<file path="src/rtl/ps2_pkg.sv">
// ps2_pkg -- shared definitions for the PS/2 set-2 key decoder.
//   state_t       : decode FSM states (IDLE, BRK, EXT, EXT_BRK)
//   SC_*          : prefix and modifier scan codes
//   ps2_to_ascii  : combinational scan-code lookup, returns {valid, ascii[7:0]}
package ps2_pkg;

  typedef enum logic [1:0] {
    IDLE    = 2'd0,
    BRK     = 2'd1,
    EXT     = 2'd2,
    EXT_BRK = 2'd3
  } state_t;

  localparam logic [7:0] SC_BREAK  = 8'hF0;
  localparam logic [7:0] SC_EXT    = 8'hE0;
  localparam logic [7:0] SC_LSHIFT = 8'h12;
  localparam logic [7:0] SC_RSHIFT = 8'h59;
  localparam logic [7:0] SC_CAPS   = 8'h58;

  // upper: letters produce uppercase (shift XOR caps-lock).
  // shift: digits produce their shifted symbol (caps-lock does not apply).
  function automatic logic [8:0] ps2_to_ascii(input logic [7:0] code,
                                              input logic       upper,
                                              input logic       shift);
    logic [7:0] lc;
    logic [7:0] ascii;
    logic       is_letter;
    logic       valid;
    lc        = 8'h00;
    ascii     = 8'h00;
    is_letter = 1'b1;
    valid     = 1'b1;
    case (code)
      8'h1C: lc = 8'h61; 8'h32: lc = 8'h62; 8'h21: lc = 8'h63; 8'h23: lc = 8'h64;
      8'h24: lc = 8'h65; 8'h2B: lc = 8'h66; 8'h34: lc = 8'h67; 8'h33: lc = 8'h68;
      8'h43: lc = 8'h69; 8'h3B: lc = 8'h6A; 8'h42: lc = 8'h6B; 8'h4B: lc = 8'h6C;
      8'h3A: lc = 8'h6D; 8'h31: lc = 8'h6E; 8'h44: lc = 8'h6F; 8'h4D: lc = 8'h70;
      8'h15: lc = 8'h71; 8'h2D: lc = 8'h72; 8'h1B: lc = 8'h73; 8'h2C: lc = 8'h74;
      8'h3C: lc = 8'h75; 8'h2A: lc = 8'h76; 8'h1D: lc = 8'h77; 8'h22: lc = 8'h78;
      8'h35: lc = 8'h79; 8'h1A: lc = 8'h7A;
      default: is_letter = 1'b0;
    endcase
    if (is_letter) begin
      ascii = upper ? (lc - 8'h20) : lc;
    end else begin
      case (code)
        8'h45: ascii = shift ? 8'h29 : 8'h30;  // 0 )
        8'h16: ascii = shift ? 8'h21 : 8'h31;  // 1 !
        8'h1E: ascii = shift ? 8'h40 : 8'h32;  // 2 @
        8'h26: ascii = shift ? 8'h23 : 8'h33;  // 3 #
        8'h25: ascii = shift ? 8'h24 : 8'h34;  // 4 $
        8'h2E: ascii = shift ? 8'h25 : 8'h35;  // 5 %
        8'h36: ascii = shift ? 8'h5E : 8'h36;  // 6 ^
        8'h3D: ascii = shift ? 8'h26 : 8'h37;  // 7 &
        8'h3E: ascii = shift ? 8'h2A : 8'h38;  // 8 *
        8'h46: ascii = shift ? 8'h28 : 8'h39;  // 9 (
        8'h29: ascii = 8'h20;                  // space
        8'h5A: ascii = 8'h0D;                  // enter
        8'h66: ascii = 8'h08;                  // backspace
        default: valid = 1'b0;
      endcase
    end
    return {valid, ascii};
  endfunction

endpackage

</file>
<file path="src/rtl/ps2_key_fifo.sv">
// ps2_key_fifo -- small synchronous ready/valid FIFO for decoded ASCII.
//   clk, rst     : clock, asynchronous active-high reset
//   push, wdata  : write request and data (dropped when full unless popping)
//   pop          : read request (ignored when empty)
//   rdata        : head entry, 0 while empty
//   full, empty  : occupancy flags derived from the registered count
module ps2_key_fifo #(
  parameter int DEPTH = 8,
  parameter int W     = 8
) (
  input  logic         clk,
  input  logic         rst,
  input  logic         push,
  input  logic [W-1:0] wdata,
  input  logic         pop,
  output logic [W-1:0] rdata,
  output logic         full,
  output logic         empty
);

  localparam int AW = $clog2(DEPTH);
  localparam int CW = AW + 1;

  logic [W-1:0]  mem [DEPTH];
  logic [AW-1:0] wr_ptr;
  logic [AW-1:0] rd_ptr;
  logic [CW-1:0] count;
  logic          do_push;
  logic          do_pop;

  assign full    = (count == CW'(DEPTH));
  assign empty   = (count == '0);
  assign do_pop  = pop & ~empty;
  // A full FIFO still accepts a write in the same cycle the head leaves.
  assign do_push = push & (~full | do_pop);
  assign rdata   = empty ? '0 : mem[rd_ptr];

  // NOTE: storage carries no reset; the count gates every read, so stale
  // contents are never observed and the array can map onto plain RAM cells.
  always_ff @(posedge clk) begin
    if (do_push) mem[wr_ptr] <= wdata;
  end

  // NOTE: all state uses non-blocking assignment so every register samples
  // pre-edge values regardless of statement order.
  always_ff @(posedge clk or posedge rst) begin
    if (rst) begin
      wr_ptr <= '0;
      rd_ptr <= '0;
      count  <= '0;
    end else begin
      // Power-of-2 depth: pointers wrap modulo DEPTH by natural overflow.
      if (do_push) wr_ptr <= wr_ptr + AW'(1);
      if (do_pop)  rd_ptr <= rd_ptr + AW'(1);
      case ({do_push, do_pop})
        2'b10:   count <= count + CW'(1);
        2'b01:   count <= count - CW'(1);
        default: count <= count;
      endcase
    end
  end

endmodule

</file>
<file path="src/rtl/ps2_key_decoder.sv">
// ps2_key_decoder -- set-2 PS/2 scan-code decoder with ASCII output FIFO.
//   clk, rst    : clock, asynchronous active-high reset
//   code_in     : scan-code byte, qualified by the 1-cycle code_valid strobe
//   out_ascii   : FIFO head; out_valid = non-empty; popped on out_valid&out_ready
//   held_code   : last made key not yet released (0 = none)
//   shift_st    : either shift key held;  caps_st : caps-lock latched
//   press_cnt   : ASCII-producing presses, typematic repeats excluded, wraps
//   overflow    : sticky, set when a push is dropped on a full FIFO
module ps2_key_decoder
  import ps2_pkg::*;
#(
  parameter int FIFO_DEPTH = 8,
  parameter int CNT_W      = 8,
  parameter bit REPEAT_EN  = 1'b0
) (
  input  logic             clk,
  input  logic             rst,
  input  logic [7:0]       code_in,
  input  logic             code_valid,
  output logic [7:0]       out_ascii,
  output logic             out_valid,
  input  logic             out_ready,
  output logic [7:0]       held_code,
  output logic             shift_st,
  output logic             caps_st,
  output logic [CNT_W-1:0] press_cnt,
  output logic             overflow
);

  state_t     state;
  logic       lshift;
  logic       rshift;
  logic       caps;
  logic [8:0] lookup;
  logic       is_make;
  logic       is_break;
  logic       is_mod;
  logic       is_repeat;
  logic       count_en;
  logic       fifo_push;
  logic       fifo_full;
  logic       fifo_empty;

  assign shift_st  = lshift | rshift;
  assign caps_st   = caps;
  assign out_valid = ~fifo_empty;

  // NOTE: every always_comb output gets a default first so no path can
  // leave it unassigned and infer a latch.
  always_comb begin
    is_make  = 1'b0;
    is_break = 1'b0;
    if (code_valid) begin
      case (state)
        IDLE:    is_make  = (code_in != SC_BREAK) && (code_in != SC_EXT);
        BRK:     is_break = 1'b1;
        default: ;
      endcase
    end
    is_mod    = (code_in == SC_LSHIFT) || (code_in == SC_RSHIFT) || (code_in == SC_CAPS);
    is_repeat = (code_in == held_code);
    // Modifier state is registered, so a shift/caps change applies from the next byte.
    lookup    = ps2_to_ascii(code_in, shift_st ^ caps, shift_st);
    count_en  = is_make & ~is_mod & lookup[8] & ~is_repeat;
    fifo_push = is_make & ~is_mod & lookup[8] & (~is_repeat | REPEAT_EN);
  end

  always_ff @(posedge clk or posedge rst) begin
    if (rst) begin
      state <= IDLE;
    end else if (code_valid) begin
      case (state)
        IDLE: begin
          if (code_in == SC_BREAK)    state <= BRK;
          else if (code_in == SC_EXT) state <= EXT;
        end
        BRK:     state <= IDLE;
        // Extended keys have no ASCII; only their break needs swallowing.
        EXT:     state <= (code_in == SC_BREAK) ? EXT_BRK : IDLE;
        EXT_BRK: state <= IDLE;
        default: state <= IDLE;
      endcase
    end
  end

  always_ff @(posedge clk or posedge rst) begin
    if (rst) begin
      lshift    <= 1'b0;
      rshift    <= 1'b0;
      caps      <= 1'b0;
      held_code <= 8'h00;
      press_cnt <= '0;
      overflow  <= 1'b0;
    end else begin
      if (is_make) begin
        if (code_in == SC_LSHIFT) lshift <= 1'b1;
        if (code_in == SC_RSHIFT) rshift <= 1'b1;
        // Typematic repeats of caps-lock must not keep toggling it.
        if (code_in == SC_CAPS && !is_repeat) caps <= ~caps;
        // Modifiers are tracked as held keys too, so a key re-pressed after
        // a modifier counts as a fresh press rather than a repeat.
        held_code <= code_in;
      end
      if (is_break) begin
        if (code_in == SC_LSHIFT) lshift <= 1'b0;
        if (code_in == SC_RSHIFT) rshift <= 1'b0;
        if (code_in == held_code) held_code <= 8'h00;
      end
      if (count_en) press_cnt <= press_cnt + CNT_W'(1);
      // When full, a pop makes room, so only a push without pop is lost.
      if (fifo_push && fifo_full && !out_ready) overflow <= 1'b1;
    end
  end

  ps2_key_fifo #(
    .DEPTH (FIFO_DEPTH),
    .W     (8)
  ) u_fifo (
    .clk   (clk),
    .rst   (rst),
    .push  (fifo_push),
    .wdata (lookup[7:0]),
    .pop   (out_ready),
    .rdata (out_ascii),
    .full  (fifo_full),
    .empty (fifo_empty)
  );

endmodule

</file>
<file path="config.mk">
export PLATFORM = sky130hd
export DESIGN_NAME = ps2_key_decoder
export DESIGN_NICKNAME = d
export VERILOG_FILES = /design/src/rtl/ps2_pkg.sv /design/src/rtl/ps2_key_fifo.sv /design/src/rtl/ps2_key_decoder.sv
export SDC_FILE = /design/constraint.sdc
export NUM_CORES = 1
export LEC_CHECK = 0
export BUFFER_PORTS_ARGS = -buffer_cell sky130_fd_sc_hd__buf_2
export CAP_MARGIN = 20
export CORE_AREA = 2 2 120 122
export CTS_CLUSTER_DIAMETER = 100
export CTS_CLUSTER_SIZE = 25
export DETAILED_ROUTE_END_ITERATION = 10
export DIE_AREA = 0 0 122 124
export GPL_ROUTABILITY_DRIVEN = 0
export GPL_TIMING_DRIVEN = 0
export HOLD_SLACK_MARGIN = 0.02
export PLACE_DENSITY = 0.66
export SETUP_SLACK_MARGIN = 0.05
export SLEW_MARGIN = 10
export SYNTH_ARGS = -nofsm -noshare
export SYNTH_HDL_FRONTEND = slang
export SYNTH_HIERARCHICAL = 1
export SYNTH_SLANG_ARGS = --single-unit
</file>
<file path="constraint.sdc">
create_clock -name clk -period 3.6 [get_ports clk]
set_clock_uncertainty 0.2 [all_clocks]
set_input_delay 0.72 -clock clk [delete_from_list [all_inputs] [get_ports clk]]
set_output_delay 0.72 -clock clk [all_outputs]
set_load 0.03 [all_outputs]
</file>
After elaboration in Yosys (flattened, before gate mapping)
Memory sizes are Yosys's and may differ from the RTL's.
Cells that the tools add are included.
{"block": "totals", "regBits": 32, "ramBits": 64, "input_bits": 12, "out_inout_bits": 28, "word_cells": 140, "n_memories": 1}
{"name": "u_fifo.mem", "depth": 8, "width": 8, "read_ports": 1, "rd_ports_with_merged_regs": 0, "write_ports": 1, "line_no": "ps2_key_fifo.sv:24", "text": "logic [W-1:0] mem [DEPTH];"}
{"block": "op_classes", "n_addsub": 6, "n_eq_ne": 54, "n_mux": 40, "n_bitwise": 13, "reduce_logical": 16}
{"operator": "8-bit by 6-bit == test with 1-bit output, second input constant", "count": 23}
{"operator": "7-bit case mux with 26 select lines", "count": 1}
{"operator": "7-bit case mux with 13 select lines", "count": 1}
{"operator": "8-bit by 7-bit == test with 1-bit output, second input constant", "count": 11}
{"operator": "8-bit by 5-bit == test with 1-bit output, second input constant", "count": 8}
{"operator": "8-bit two-way mux", "count": 6}
{"operator": "5-bit two-way mux", "count": 8}
{"operator": "26-bit OR reduction", "count": 1}
{"operator": "1-bit two-way mux", "count": 17}
{"operator": "8-bit == test, second input constant", "count": 2}
{"operator": "8-bit != test, second input constant", "count": 2}
{"operator": "7-bit two-way mux", "count": 2}
{"operator": "13-bit OR reduction", "count": 1}
{"operator": "8-bit by 1-bit adder with 8-bit output, second input constant", "count": 1}
{"operator": "8-bit == test", "count": 1}
{"operator": "4-bit case mux with 2 select lines", "count": 1}
{"operator": "8-bit by 6-bit subtractor with 8-bit output, second input constant", "count": 1}
{"operator": "3-bit by 1-bit adder with 3-bit output, second input constant", "count": 2}
{"operator": "2-bit == test, second input constant", "count": 3}
{"operator": "2-bit two-way mux", "count": 3}
{"operator": "2-bit case mux with 3 select lines", "count": 1}
{"operator": "1-bit AND", "count": 5}
{"operator": "1-bit inverter", "count": 5}
{"operator": "4-bit by 1-bit adder with 4-bit output, second input constant", "count": 1}
{"operator": "other kinds (14)", "count": 22}

Depth between registers and ports, before layout
{"block": "depth", "word_depth": 10, "depth_mapped": 16, "depth_no_buf": 14}

Cells and area by module
Netlist, hierarchy kept.
{"mod": "ps2_key_fifo", "instances": 1, "cells_each": 173, "area_each_um2": 3103.0, "seq_area_each_um2": 2172.1}
{"mod": "ps2_key_decoder", "instances": 1, "cells_each": 278, "area_each_um2": 2179.6, "seq_area_each_um2": 550.5}

Worst setup path before layout
OpenSTA, ideal clock, no wires.
{"block": "synth_timing", "path_type": "input to register", "from": "input port code_in[1]", "to": "register u_fifo.count[3]", "setup_ns": 0.139, "t_arrival_ns": 3.571, "required_time_ns": 3.261, "setup_slack_ns": -0.310, "path_stages": 16, "n_path_buf": 3, "cell_sequence": "buf_2 buf_2 nor2_1 nand3_1 nor3b_1 buf_2 o2111a_1 nor2b_4 inv_1 nand2b_1 inv_1 ha_1 a211oi_1 or3_1 o211ai_1 o221ai_1"}
{"block": "synth_between", "elab_chain_cells": 10, "word_cells_on_any_way": 65, "cone_classes": "47 x eq/ne; 6 x mux; 6 x bitwise; 6 x reduce/logical"}
{"element": "start: declaration", "line_no": "ps2_key_decoder.sv:18", "text": "input logic [7:0] code_in,"}
{"element": "parallel branches: the longest is 6 deep, another holds 26-bit OR reduction"}
{"element": "1-bit AND (*)"}
{"element": "net count_en", "line_no": "ps2_key_decoder.sv:39", "text": "logic count_en;"}
{"element": "1-bit AND (*)", "line_no": "ps2_key_fifo.sv:35", "text": "assign do_push = push & (~full | do_pop);"}
{"element": "2-bit by 1-bit == test with 1-bit output or 2-bit == test (tied branches)", "line_no": "ps2_key_fifo.sv:55", "text": "case ({do_push, do_pop})"}
{"element": "4-bit case mux with 2 select lines or 2-bit nonzero test (tied branches)"}
{"element": "end signal: assignment", "line_no": "ps2_key_fifo.sv:56", "text": "2'b10: count <= count + CW'(1);"}
{"element": "end signal: assignment", "line_no": "ps2_key_fifo.sv:57", "text": "2'b01: count <= count - CW'(1);"}
{"element": "end signal: assignment", "line_no": "ps2_key_fifo.sv:58", "text": "default: count <= count;"}
{"element": "end: declaration", "line_no": "ps2_key_fifo.sv:27", "text": "logic [CW-1:0] count;"}
Mark *: on every way through the listed nets, which the timed path passes.
A chain may end at the register's enable or synchronous reset.

Final worst setup path
{"block": "layout_timing", "from": "input port code_in[2]", "to": "register u_fifo.count[3]"}
Same word-level chain as after synthesis.

==> metrics.yaml <==
grt:
  antenna_found_initial: 0
  grt_pass1_vias: 3801
  grt-ovfl-total: 0
  grt_usage_pct: 16.8
  grt_first_pass_wirelength_um: 19500
  grt_max_degree: 23
timing:
  relSlewSlack_pct: 37.9
  setup_tns_ns: 0
  fin_ws_ns: 0.126
  period_share_pct: 96.5
  min_period_ns: 3.47
  max_freq_mhz: 288
  hold_viol: 0
  grt_setup_unrepaired: "yes"
  worst_pin_slew_ns: 0.921
  setup_viol: 0
  slew_viol_final: 0
pwr:
  p_leak_nw: 2.49
  internal_power_w: 0.00244
  switching_share_pct: 35.8
  clockPowerShare_pct: 25.8
  peakVddDrop_uv: 245
  p_comb_share_pct: 37.3
  seqPwrFrac_pct: 36.9
  powerDensity_nw_per_um2: 601
  switching_power_w: 0.00136
clocking:
  cts_buffers: 9
  cts_hold_buf: 0
  clock-root-buffer: "clkbuf_16"
  cts_tree: "done"
  clk_pin_slew_ns: 0.07
  htreeDepth: 3
  cts_max_path_buffers: 2
  clock_latency_ns: 0.34
  cts_sinks: 96
setup_path:
  crit_path_start_kind: "primary input"
  critical_path_arrival_ns: 3.49
  required_ns: 3.61
  end_kind: "register"
  worstPathMaxFanout: 8
  path_class: "primary input to register"
floorplan:
  initial_core_util_pct: 38.5
  ioPinCount: 40
  rows: 43
  core_um2: 13700
  chipWidth_um: 122
  dieArea_um2: 15100
  die_h_um: 124
detailed_routing:
  vias: 3912
  drt_iter0_drc: 259
  wl_um: 11900
  routedWlPerCell_um: 17.1
  drt.antenna.violating_nets: 0
  dr.pass1.iters: 8
  viasPerCell: 5.60
  drc: 0
logic_synthesis:
  ys_async_sr_fraction_pct: 33.3
  yosysUniqueCellTypes: 70
  synth_seq_cells: 96
  syn_nets: 471
  ys.flop_type: "edfxtp_1"
  yosys.area.top_type: "edfxtp_1"
  syn_inst: 451
  avgSynthCellArea_um2: 11.7
  yosysSeqAreaShare_pct: 51.5
  synth_edf_count: 64
  yosysWarnings: 6
  synthDominantCellAreaShare_pct: 36.4
  ys_top_cells_by_area: "edfxtp_1 (36%), dfrtp_1 (15%), mux4_2 (6.8%), nor2_1 (3.8%), mux2i_1 (3.6%)"
  netlist_area_um2: 5280
run_status:
  run_status: "complete, no violations"
final_layout:
  utilization_pct: 46.1
  n_antenna_cell: 0
  drive_gt1_share_pct: 28.7
  multi_input_area_um2: 2510
  final_common_cell: "edfxtp_1"
  final_area_um2: 6330
  syn_to_final_growth_pct: 19.8
  fillerInstances: 1242
  layout.nets: 534
  seq_area_um2: 2720
  final_cell_mix: "edfxtp_1 (64), nor2_1 (48), buf_2 (42)"
place:
  port_buffers: 37
  dp_slack_ns: -0.761
  place_hpwl_um: 8380
  placed_area_um2: 5790
flow_run:
  max-cap-violations: 0
min_path:
  hold_class: "primary input to asynchronous set/reset pin"
sequential cells by signal, indices dropped and copies added, names as in the netlist, 2 cells and up:
name,flops
u_fifo/mem,64
press_cnt,8
held_code,8
u_fifo/wr_ptr,3
u_fifo/count,4
u_fifo/rd_ptr,3
state,2
per-stage QoR:
stage / std cells / power [W] / hold WS, ns
after floorplan: 451 / 0.00247 / 0.286
after global placement: 668 / 0.00278 / 0.245
after detailed placement: 668 / 0.00281 / 0.255
after CTS: 689 / 0.00381 / 0.158
after global routing: 699 / 0.00404 / 0.173
final: 699 / 0.00381 / 0.152
cell families after synthesis:
family	share of synthesized area, %
XOR/XNOR	3.98
adder cells (fa/ha/maj)	2.04
flip-flops	51.5
multiplexers	11.6
AND/OR/NAND/NOR	16.6
AO/OA/AOI/OAI	10.0
buffers and inverters	4.22
routing by layer:
metal  global-route usage [%]  vias to the layer above  share of wire [%]
li1                         -                     1804                  -
met1                     21.7                     1900                 43
met2                     27.8                      166                 47
met3                     3.89                       42                6.8
met4                     6.39                        0                2.8
met5                        0                        -                  0
critical path: stages:
cell and delay, ns:
buf_2 0.11, buf_8 0.13, clkinv_8 0.04, mux2_4 0.28, a22o_1 0.25, or3_4 0.40
nor4_4 0.32, nor2b_4 0.10, inv_2 0.09, nand2b_4 0.07, inv_4 0.08, ha_4 0.14
a211oi_4 0.07, or3_4 0.38, o211ai_1 0.18, o221ai_1 0.13
cells in the mapped netlist, types with 7 or more instances:
library cell   n
nand2b_1      12
edfxtp_1      64
buf_2         12
nand2_1       29
dfrtp_1       32
nor3_1         8
inv_1         14
xor2_1        19
nor3b_1        7
nand3_1       10
a21oi_1       12
nor2_1        54
nor2b_1        8
mux4_2        16
o21ai_0       18
mux2i_1       19
ha_1           7
power groups by stage:
stage	logic, W	clock network, W	registers (W)
2_1_floorplan	0.000996	0	0.00147
3_3_place_gp	0.00136	0	0.00142
3_5_place_dp	0.00138	0	0.00142
4_1_cts	0.00140	0.00101	0.00140
5_1_grt	0.00156	0.00105	0.00142
6_report	0.00142	0.000982	0.00140
worst paths after layout:
path / to / startpoint / cells past startpoint / slack [ns]
worst max-delay path: u_fifo/count[3] / code_in[2] / 16 / 0.13
worst min-delay path: u_fifo/count[2] / rst / 2 / 0.15
worst max register to register: u_fifo/mem[7][1] / state[1] / 8 / 0.69
worst min register to register: press_cnt[7] / press_cnt[7] / 1 / 0.26
max in group asynchronous: press_cnt[2] / rst / 2 / 2.34
min in group clk: press_cnt[7] / press_cnt[7] / 1 / 0.26
cell type report:
cell class	instances	share of cell area [%]
Buffer	28	3.00
Clock buffer	10	3.62
Clock inverter	6	1.21
Inverter	15	1.13
Multi-Input combinational cell	312	39.6
Sequential cell	96	43.0
Tap cell	180	3.56
Timing Repair Buffer	52	4.86
timing repair:
action                     CTS  global route
gates cloned                 0             1
setup endpoints to repair   66            57
pin swaps                    3            13
setup buffers                5             9
gates resized for setup      7            25
Note: power is estimated with default switching activity, not from simulation.
